--- src/rtl/fetch_stage_pkg.sv ---
// Shared definitions for the fetch stage and its neighbours (decode, hazard).
//   - instruction-word typedef and IF/ID payload struct
//   - reset defaults for PC and the bubble instruction
//   - primary opcodes for j / beq / bne
package fetch_stage_pkg;
    typedef logic [31:0] instr_t;

    localparam instr_t      NOP_INSTR_DEF = 32'h0000_0000;
    localparam logic [31:0] RESET_PC_DEF  = 32'h0000_0000;

    localparam logic [5:0] OP_J   = 6'h02;
    localparam logic [5:0] OP_BEQ = 6'h04;
    localparam logic [5:0] OP_BNE = 6'h05;

    typedef struct packed {
        instr_t      instr;
        logic [31:0] pc_plus4;
        logic        valid;
    } if_id_t;
endpackage

--- src/rtl/fetch_stage_if_id_reg.sv ---
// IF/ID pipeline register with hold/flush priority (hold beats flush).
//   clk, rst_n     : clock, async active-low reset
//   hold_i         : keep all fields
//   flush_i        : load a bubble (NOP, valid=0) but still track pc_plus4
//   instr_i        : fetched instruction word
//   pc_plus4_i     : PC+4 of the fetched word
//   q_o            : registered IF/ID payload
module if_id_reg
    import fetch_stage_pkg::*;
#(
    parameter instr_t NOP_INSTR = NOP_INSTR_DEF
) (
    input  logic        clk,
    input  logic        rst_n,
    input  logic        hold_i,
    input  logic        flush_i,
    input  instr_t      instr_i,
    input  logic [31:0] pc_plus4_i,
    output if_id_t      q_o
);
    if_id_t q_q;

    always_ff @(posedge clk or negedge rst_n) begin
        if (!rst_n) begin
            q_q.instr    <= NOP_INSTR;
            q_q.pc_plus4 <= 32'h0;
            q_q.valid    <= 1'b0;
        end else if (hold_i) begin
            q_q <= q_q;
        end else if (flush_i) begin
            q_q.instr    <= NOP_INSTR;
            q_q.pc_plus4 <= pc_plus4_i;
            q_q.valid    <= 1'b0;
        end else begin
            q_q.instr    <= instr_i;
            q_q.pc_plus4 <= pc_plus4_i;
            q_q.valid    <= 1'b1;
        end
    end

    assign q_o = q_q;
endmodule

--- src/rtl/fetch_stage.sv ---
// MIPS instruction-fetch stage: PC register, next-PC select, IF/ID register,
// saturating stall/flush counters and a sticky misaligned-target flag.
//   pc_hold, if_id_hold, if_flush      : hazard-unit controls
//   jump, branch_taken, branch_target  : ID-stage redirects (branch wins)
//   imem_addr / imem_rdata             : combinational instruction memory port
//   pc, if_id_*                        : registered stage state
//   stall_cnt, flush_cnt, misalign_err : debug observability
module fetch_stage
    import fetch_stage_pkg::*;
#(
    parameter logic [31:0] RESET_PC  = RESET_PC_DEF,
    parameter instr_t      NOP_INSTR = NOP_INSTR_DEF,
    parameter int          CNT_W     = 16
) (
    input  logic             clk,
    input  logic             rst_n,
    input  logic             pc_hold,
    input  logic             if_id_hold,
    input  logic             if_flush,
    input  logic             jump,
    input  logic             branch_taken,
    input  logic [31:0]      branch_target,
    output logic [31:0]      imem_addr,
    input  logic [31:0]      imem_rdata,
    output logic [31:0]      pc,
    output logic [31:0]      if_id_instr,
    output logic [31:0]      if_id_pc_plus4,
    output logic             if_id_valid,
    output logic [CNT_W-1:0] stall_cnt,
    output logic [CNT_W-1:0] flush_cnt,
    output logic             misalign_err
);
    localparam logic [CNT_W-1:0] CNT_MAX = {CNT_W{1'b1}};
    localparam logic [CNT_W-1:0] CNT_ONE = {{(CNT_W-1){1'b0}}, 1'b1};

    logic [31:0]      pc_q, pc_d, pc_plus4, jump_target;
    logic [CNT_W-1:0] stall_cnt_q, flush_cnt_q;
    logic             misalign_q;
    logic             take_branch, flush_eff;
    if_id_t           if_id;

    assign pc_plus4    = pc_q + 32'd4;
    assign jump_target = {if_id.pc_plus4[31:28], if_id.instr[25:0], 2'b00};

    // Hold swallows any redirect; the hazard unit must re-issue it.
    assign take_branch = !pc_hold && branch_taken;
    assign flush_eff   = if_flush && !if_id_hold;

    always_comb begin
        pc_d = pc_plus4;
        if (pc_hold)           pc_d = pc_q;
        else if (branch_taken) pc_d = {branch_target[31:2], 2'b00};
        else if (jump)         pc_d = jump_target;
    end

    always_ff @(posedge clk or negedge rst_n) begin
        if (!rst_n) begin
            pc_q        <= RESET_PC;
            stall_cnt_q <= '0;
            flush_cnt_q <= '0;
            misalign_q  <= 1'b0;
        end else begin
            pc_q <= pc_d;
            if (pc_hold && stall_cnt_q != CNT_MAX)
                stall_cnt_q <= stall_cnt_q + CNT_ONE;
            if (flush_eff && flush_cnt_q != CNT_MAX)
                flush_cnt_q <= flush_cnt_q + CNT_ONE;
            if (take_branch && branch_target[1:0] != 2'b00)
                misalign_q <= 1'b1;
        end
    end

    if_id_reg #(.NOP_INSTR(NOP_INSTR)) u_if_id (
        .clk        (clk),
        .rst_n      (rst_n),
        .hold_i     (if_id_hold),
        .flush_i    (if_flush),
        .instr_i    (imem_rdata),
        .pc_plus4_i (pc_plus4),
        .q_o        (if_id)
    );

    assign imem_addr      = pc_q;
    assign pc             = pc_q;
    assign if_id_instr    = if_id.instr;
    assign if_id_pc_plus4 = if_id.pc_plus4;
    assign if_id_valid    = if_id.valid;
    assign stall_cnt      = stall_cnt_q;
    assign flush_cnt      = flush_cnt_q;
    assign misalign_err   = misalign_q;
endmodule

--- config.mk ---
export PLATFORM = sky130hd
export DESIGN_NAME = fetch_stage
export DESIGN_NICKNAME = d
export VERILOG_FILES = /design/src/rtl/fetch_stage_pkg.sv /design/src/rtl/fetch_stage_if_id_reg.sv /design/src/rtl/fetch_stage.sv
export SDC_FILE = /design/constraint.sdc
export NUM_CORES = 1
export LEC_CHECK = 0
export BUFFER_PORTS_ARGS = -buffer_cell sky130_fd_sc_hd__clkbuf_2
export CORE_MARGIN = 10
export CORE_UTILIZATION = 51
export CTS_CLUSTER_DIAMETER = 80
export DETAILED_ROUTE_END_ITERATION = 8
export GPL_TIMING_DRIVEN = 1
export MAX_ROUTING_LAYER = met4
export PLACE_DENSITY = 0.83
export SLEW_MARGIN = 20
export SYNTH_ARGS = -nofsm -noshare
export SYNTH_HDL_FRONTEND = slang
export SYNTH_SLANG_ARGS = --single-unit
--- constraint.sdc ---
create_clock -name clk -period 2.5 [get_ports clk]
set_input_delay 0.5 -clock clk [delete_from_list [all_inputs] [get_ports clk]]
set_output_delay 0.5 -clock clk [all_outputs]
set_load 0.03 [all_outputs]
======== Yosys cells after proc, flatten, opt, wreduce, memory -nomap -nowiden ========
Cells that the tools add are included.
storage, ports and cells
  register bits after elaboration ......... 130
  latch bits .............................. 0
  RAM bits ................................ 0
  ROM bits ................................ 0
  bits of input ports ..................... 71
  output and inout bits ................... 162
  logic and storage cells ................. 23
  memories ................................ 0
cells by class
  add/sub/neg operators ................... 3
  multiply operators ...................... 0
  divide/modulo/power cells ............... 0
  magnitude comparators ................... 0
  equality and inequality tests ........... 2
  shift-type cells ........................ 0
  muxes and demuxes ....................... 3
  bitwise gates (word level) .............. 0
  reductions and logical operators ........ 8
operator list
  operator                 count
  $mux W65                 1
  $mux W32                 2
  $add A16 B1 Y16 const B  2
  $add A32 B3 Y32 const B  1
  $ne A16 B16 Y1 const B   2
  $logic_and A1 B1 Y1      5
  $logic_not A1 Y1         2
  $reduce_bool A2 Y1       1

======== Logic depth before layout (Yosys ltp) ========
  depth after elaboration ................. 3
  mapped depth ............................ 7
  depth with buffers taken out ............ 6

======== Cells and area by module ========
A second synthesis with hierarchy kept.
second synthesis, totals
  cells, all modules ...................... 669
  area total of the unflattened synthesis .. 6844.1 sq um
by module, submodules not included
  module       times used  cells an instance  area each (sq um)  sequential area each (sq um)
  fetch_stage  1           462                4136.5             1576.5
  if_id_reg    1           207                2707.6             1626.6

======== Least setup slack after synthesis ========
OpenSTA, ideal clock, no wires.
  path type ............................... reg-to-reg
  start point ............................. reg pc_q[2] (netlist: imem_addr[2])
  end point ............................... reg pc_q[16] (netlist: imem_addr[16])
  setup time .............................. 126 ps
  arrival ................................. 1904 ps
  data required time ...................... 2374 ps
  setup slack ............................. 470 ps
  stages on the path, launching flop included .. 7
  path buffers ............................ 0
  period minus slack after synthesis ...... 2030 ps
  path through ............................ dfrtp_1 -> ha_1 -> nand4_1 -> nor3_2 -> and3_1 -> xor2_1 -> a221o_1
between the ends
  word-level cells in the longest chain between the ends .. 3
RTL lines
  what                      line               source
  start: declaration        fetch_stage.sv:36  logic [31:0] pc_q, pc_d, pc_plus4, jump_target;
  start signal: assignment  fetch_stage.sv:63  pc_q <= pc_d;
  $add A32 B3 Y32           fetch_stage.sv:42  assign pc_plus4 = pc_q + 32'd4;
  $mux W32                  fetch_stage.sv:53  else if (jump) pc_d = jump_target;
  $mux W32                  fetch_stage.sv:52  else if (branch_taken) pc_d = {branch_target[31:2], 2'b00};
Every way passes these cells.
A chain may end at the register's enable or synchronous reset.

======== Worst setup path after layout ========
  start point ............................. reg pc_q[10] (netlist: imem_addr[10])
  end point ............................... reg pc_q[19] (netlist: imem_addr[19])
Same word-level chain as after synthesis.

==> results.sh <==
export IMPL_regArea_sq_mm=0.00315
export IMPL_ys_seq_elements=126
export IMPL_clock_fmax_ghz=0.464
export IMPL_r2r_end="imem_addr[19]"
export IMPL_syn2layout_area_growth_pct=26.5
export IMPL_fin_crit_sh_pct=86.1
export IMPL_drc_errors=0
export IMPL_detail_route_iter0_violations=433
export IMPL_crit_type="reg -> reg"
export IMPL_dr_pass1_iters=4
export IMPL_use_met2_pct=34.3
export IMPL_cts_sinks=126
export IMPL_synth_edf_count=0
export IMPL_fin_area_sq_mm=0.00836
export IMPL_final_max_slew_viol_count=0
export IMPL_worstPathRequired_ns=2.80
export IMPL_rsz0062_at_grt="no"
export IMPL_clock_path_buffers=2
export IMPL_place_gp_congestion=0.919
export IMPL_numCtsBuffers=17
export IMPL_grt_pass1_vias=5764
export IMPL_synthFlopType="dfrtp_1"
export IMPL_min_delay_start="imem_rdata[24]"
export IMPL_multiInputGateArea_sq_mm=0.00300
export IMPL_p_total_w=0.00743
export IMPL_via_count=5742
export IMPL_power_density_mw_per_mm2=889
export IMPL_post_dp_cell_area_sq_mm=0.00768
export IMPL_setup_tns_ns=0
export IMPL_ir_drop_mv=0.699
export IMPL_ys_warn_count=0
export IMPL_setup_viol_count_final=0
export IMPL_switching_power_w=0.00259
export IMPL_hpwl_mm=15.4
export IMPL_antenna_found_initial=1
export IMPL_grt_use_met3_pct=7.28
export IMPL_comb_power_share_pct=26.2
export IMPL_place_ws_ns=0.386
export IMPL_ctsHtreeMaxLevel=4
export IMPL_skew_ns=0.00585
export IMPL_final_cell_mix="clkbuf_2, dfrtp_1, nand2_1, o21ai_0, xnor2_1"
export IMPL_worst_slack_ns=0.347
export IMPL_synthCells=668
export IMPL_cts_resized=0
export IMPL_routed_wirelength_mm=20.2
export IMPL_clockRootBuffer="clkbuf_16"
export IMPL_timing_hold_violations_final=0
export IMPL_ys_seq_area_share_pct=47.7
export IMPL_rr_worst_depth=5
export IMPL_max_cap_violations=0
export IMPL_p_leak_nw=4.10
export IMPL_initial_core_util_pct=52.1
export IMPL_cp_max_fo=9
export IMPL_r2r_start="imem_addr[10]"
export IMPL_min_path_type="in -> reg"
export IMPL_syn_area_per_cell_sq_um=9.89
export IMPL_crit_path_end_kind="register"
export IMPL_holdWs_ns=0.312
export IMPL_synthesis_area_sq_mm=0.00660
export IMPL_postCtsHoldBufs=1
export IMPL_num_rows=41
export IMPL_cp_start_kind="register"
export IMPL_grt_pass1_wl_mm=32.0
export IMPL_cts_clk_slew_worst_paths_ns=0.05
export IMPL_cts_tree="done"
export IMPL_slew_headroom_pct=41.8
export IMPL_worstPathArrival_ns=2.46
export IMPL_overflow=0
export IMPL_mostFrequentLayoutCell="clkbuf_2"
export IMPL_cts_setup_buffers=0
export IMPL_rrSetupSlack_ns=0.35
export IMPL_dieArea_sq_mm=0.0179
export IMPL_status="complete, no violations"
export IMPL_grt_max_degree=112
export IMPL_portBuffers=226
export IMPL_min_path_cells=3
export IMPL_p_sw_share_pct=34.8
export IMPL_die_height_um=134
export IMPL_clkPwrFrac_pct=37.2
export IMPL_postRouteAntennaNets=0
export IMPL_insertion_delay_ns=0.42
export IMPL_worst_slew_pin_slew_ns=0.869
export IMPL_globalRouteMet1Util_pct=28.9
export IMPL_io_pins=233
export IMPL_layout_min_cycle_time_ns=2.15
export IMPL_hold_end="u_if_id.q_o[57]"
export IMPL_seqPwrFrac_pct=36.6
export IMPL_num_fill_cells=1073
export IMPL_grt_busiest_layer="met2"
export IMPL_p_int_w=0.00484
export IMPL_ys_types=59
export IMPL_gr_usage_all_layers_pct=23.0
export IMPL_layout_drive_gt1_share_pct=33.9
export IMPL_wl_per_cell_um=19.3
export IMPL_synthArstFlopShare_pct=100
export IMPL_core_sq_mm=0.0127
export IMPL_nNetsFinal=934
export IMPL_drt_vias_per_instance=5.49
export IMPL_die_w_um=134
==> power groups by stage <==
stage               Sequential [W]  Clock, W  Combinational, W
CTS                        0.00272   0.00279           0.00197
global placement           0.00273         0           0.00193
global route               0.00277   0.00289           0.00209
detailed placement         0.00275         0           0.00196
finish                     0.00272   0.00276           0.00194
floorplan                  0.00325         0          0.000813
==> cell type report <==
| class | count | area share [%] |
|---|---|---|
| tap | 172 | 2.58 |
| antenna | 1 | 0.0299 |
| timing repair buffer | 240 | 15.2 |
| multi-input combinational | 460 | 35.9 |
| inverter | 15 | 0.674 |
| clock inverter | 5 | 1.80 |
| sequential | 126 | 37.7 |
| clock buffer | 26 | 6.09 |
==> cells in the mapped netlist (15+ instances only) <==
master / n / share of area, %
xnor2_1: 34 / 4.5
nand2_1: 73 / 4.1
xor2_1: 17 / 2.3
and3_1: 15 / 1.4
buf_4: 36 / 4.1
nand2b_1: 32 / 3.0
inv_1: 15 / 0.85
nand3_1: 24 / 1.8
o21ai_1: 15 / 1.1
nand4_1: 15 / 1.4
a22oi_1: 21 / 2.4
dfrtp_1: 126 / 48
o21ai_0: 48 / 3.6
clkbuf_1: 31 / 1.8
nor2_1: 29 / 1.6
a21oi_1: 23 / 1.7
==> registers in the layout, indices dropped and copies added, names as in the netlist <==
register and cells:
flush_cnt 16, imem_addr 30, misalign_err 1, stall_cnt 16, u_if_id.q_o 63
==> metal layers <==
layer / up-vias / part of all wire (%)
met1: 2759 / 42
li1: 2703 / -
met3: 25 / 9.0
met4: 0 / 1.8
met2: 255 / 47
met5: - / 0
==> stage by stage <==
stage               cells  util (%)
finish               1045      66.0
global route         1045      66.0
CTS                  1044      65.9
detailed placement   1012      60.6
global placement     1012      60.6
floorplan             673         -
==> worst max path at each step <==
stage	startpoint	end	slack, ns	depth (start not counted)
2_1_floorplan	imem_addr[2]	imem_addr[16]	0.47	6
3_3_place_gp	imem_addr[14]	imem_addr[19]	0.46	5
3_5_place_dp	imem_addr[10]	imem_addr[19]	0.39	5
4_1_cts	imem_addr[10]	imem_addr[31]	0.38	5
5_1_grt	imem_addr[10]	imem_addr[19]	0.24	5
6_report	imem_addr[10]	imem_addr[19]	0.35	5
==> cell families (layout without fill, tap and decap cells) <==
logic type	Yosys count	after routing	share of synthesized area [%]
simple gates	225	225	19.0
xor+xnor	51	51	6.76
other cells	1	7	0.0568
mux	24	24	3.96
flops	126	126	47.7
compound gates	151	151	14.8
fa+ha+maj	3	3	0.568
buf+inv	87	286	7.12
==> critical path: stages, from the launching register on <==
cell,delay (ns)
dfrtp_1,0.54
nand4_4,0.21
nor3_4,0.54
nand3_1,0.26
a21o_1,0.21
a211o_1,0.28
Note: power is estimated with default switching activity, not from simulation.
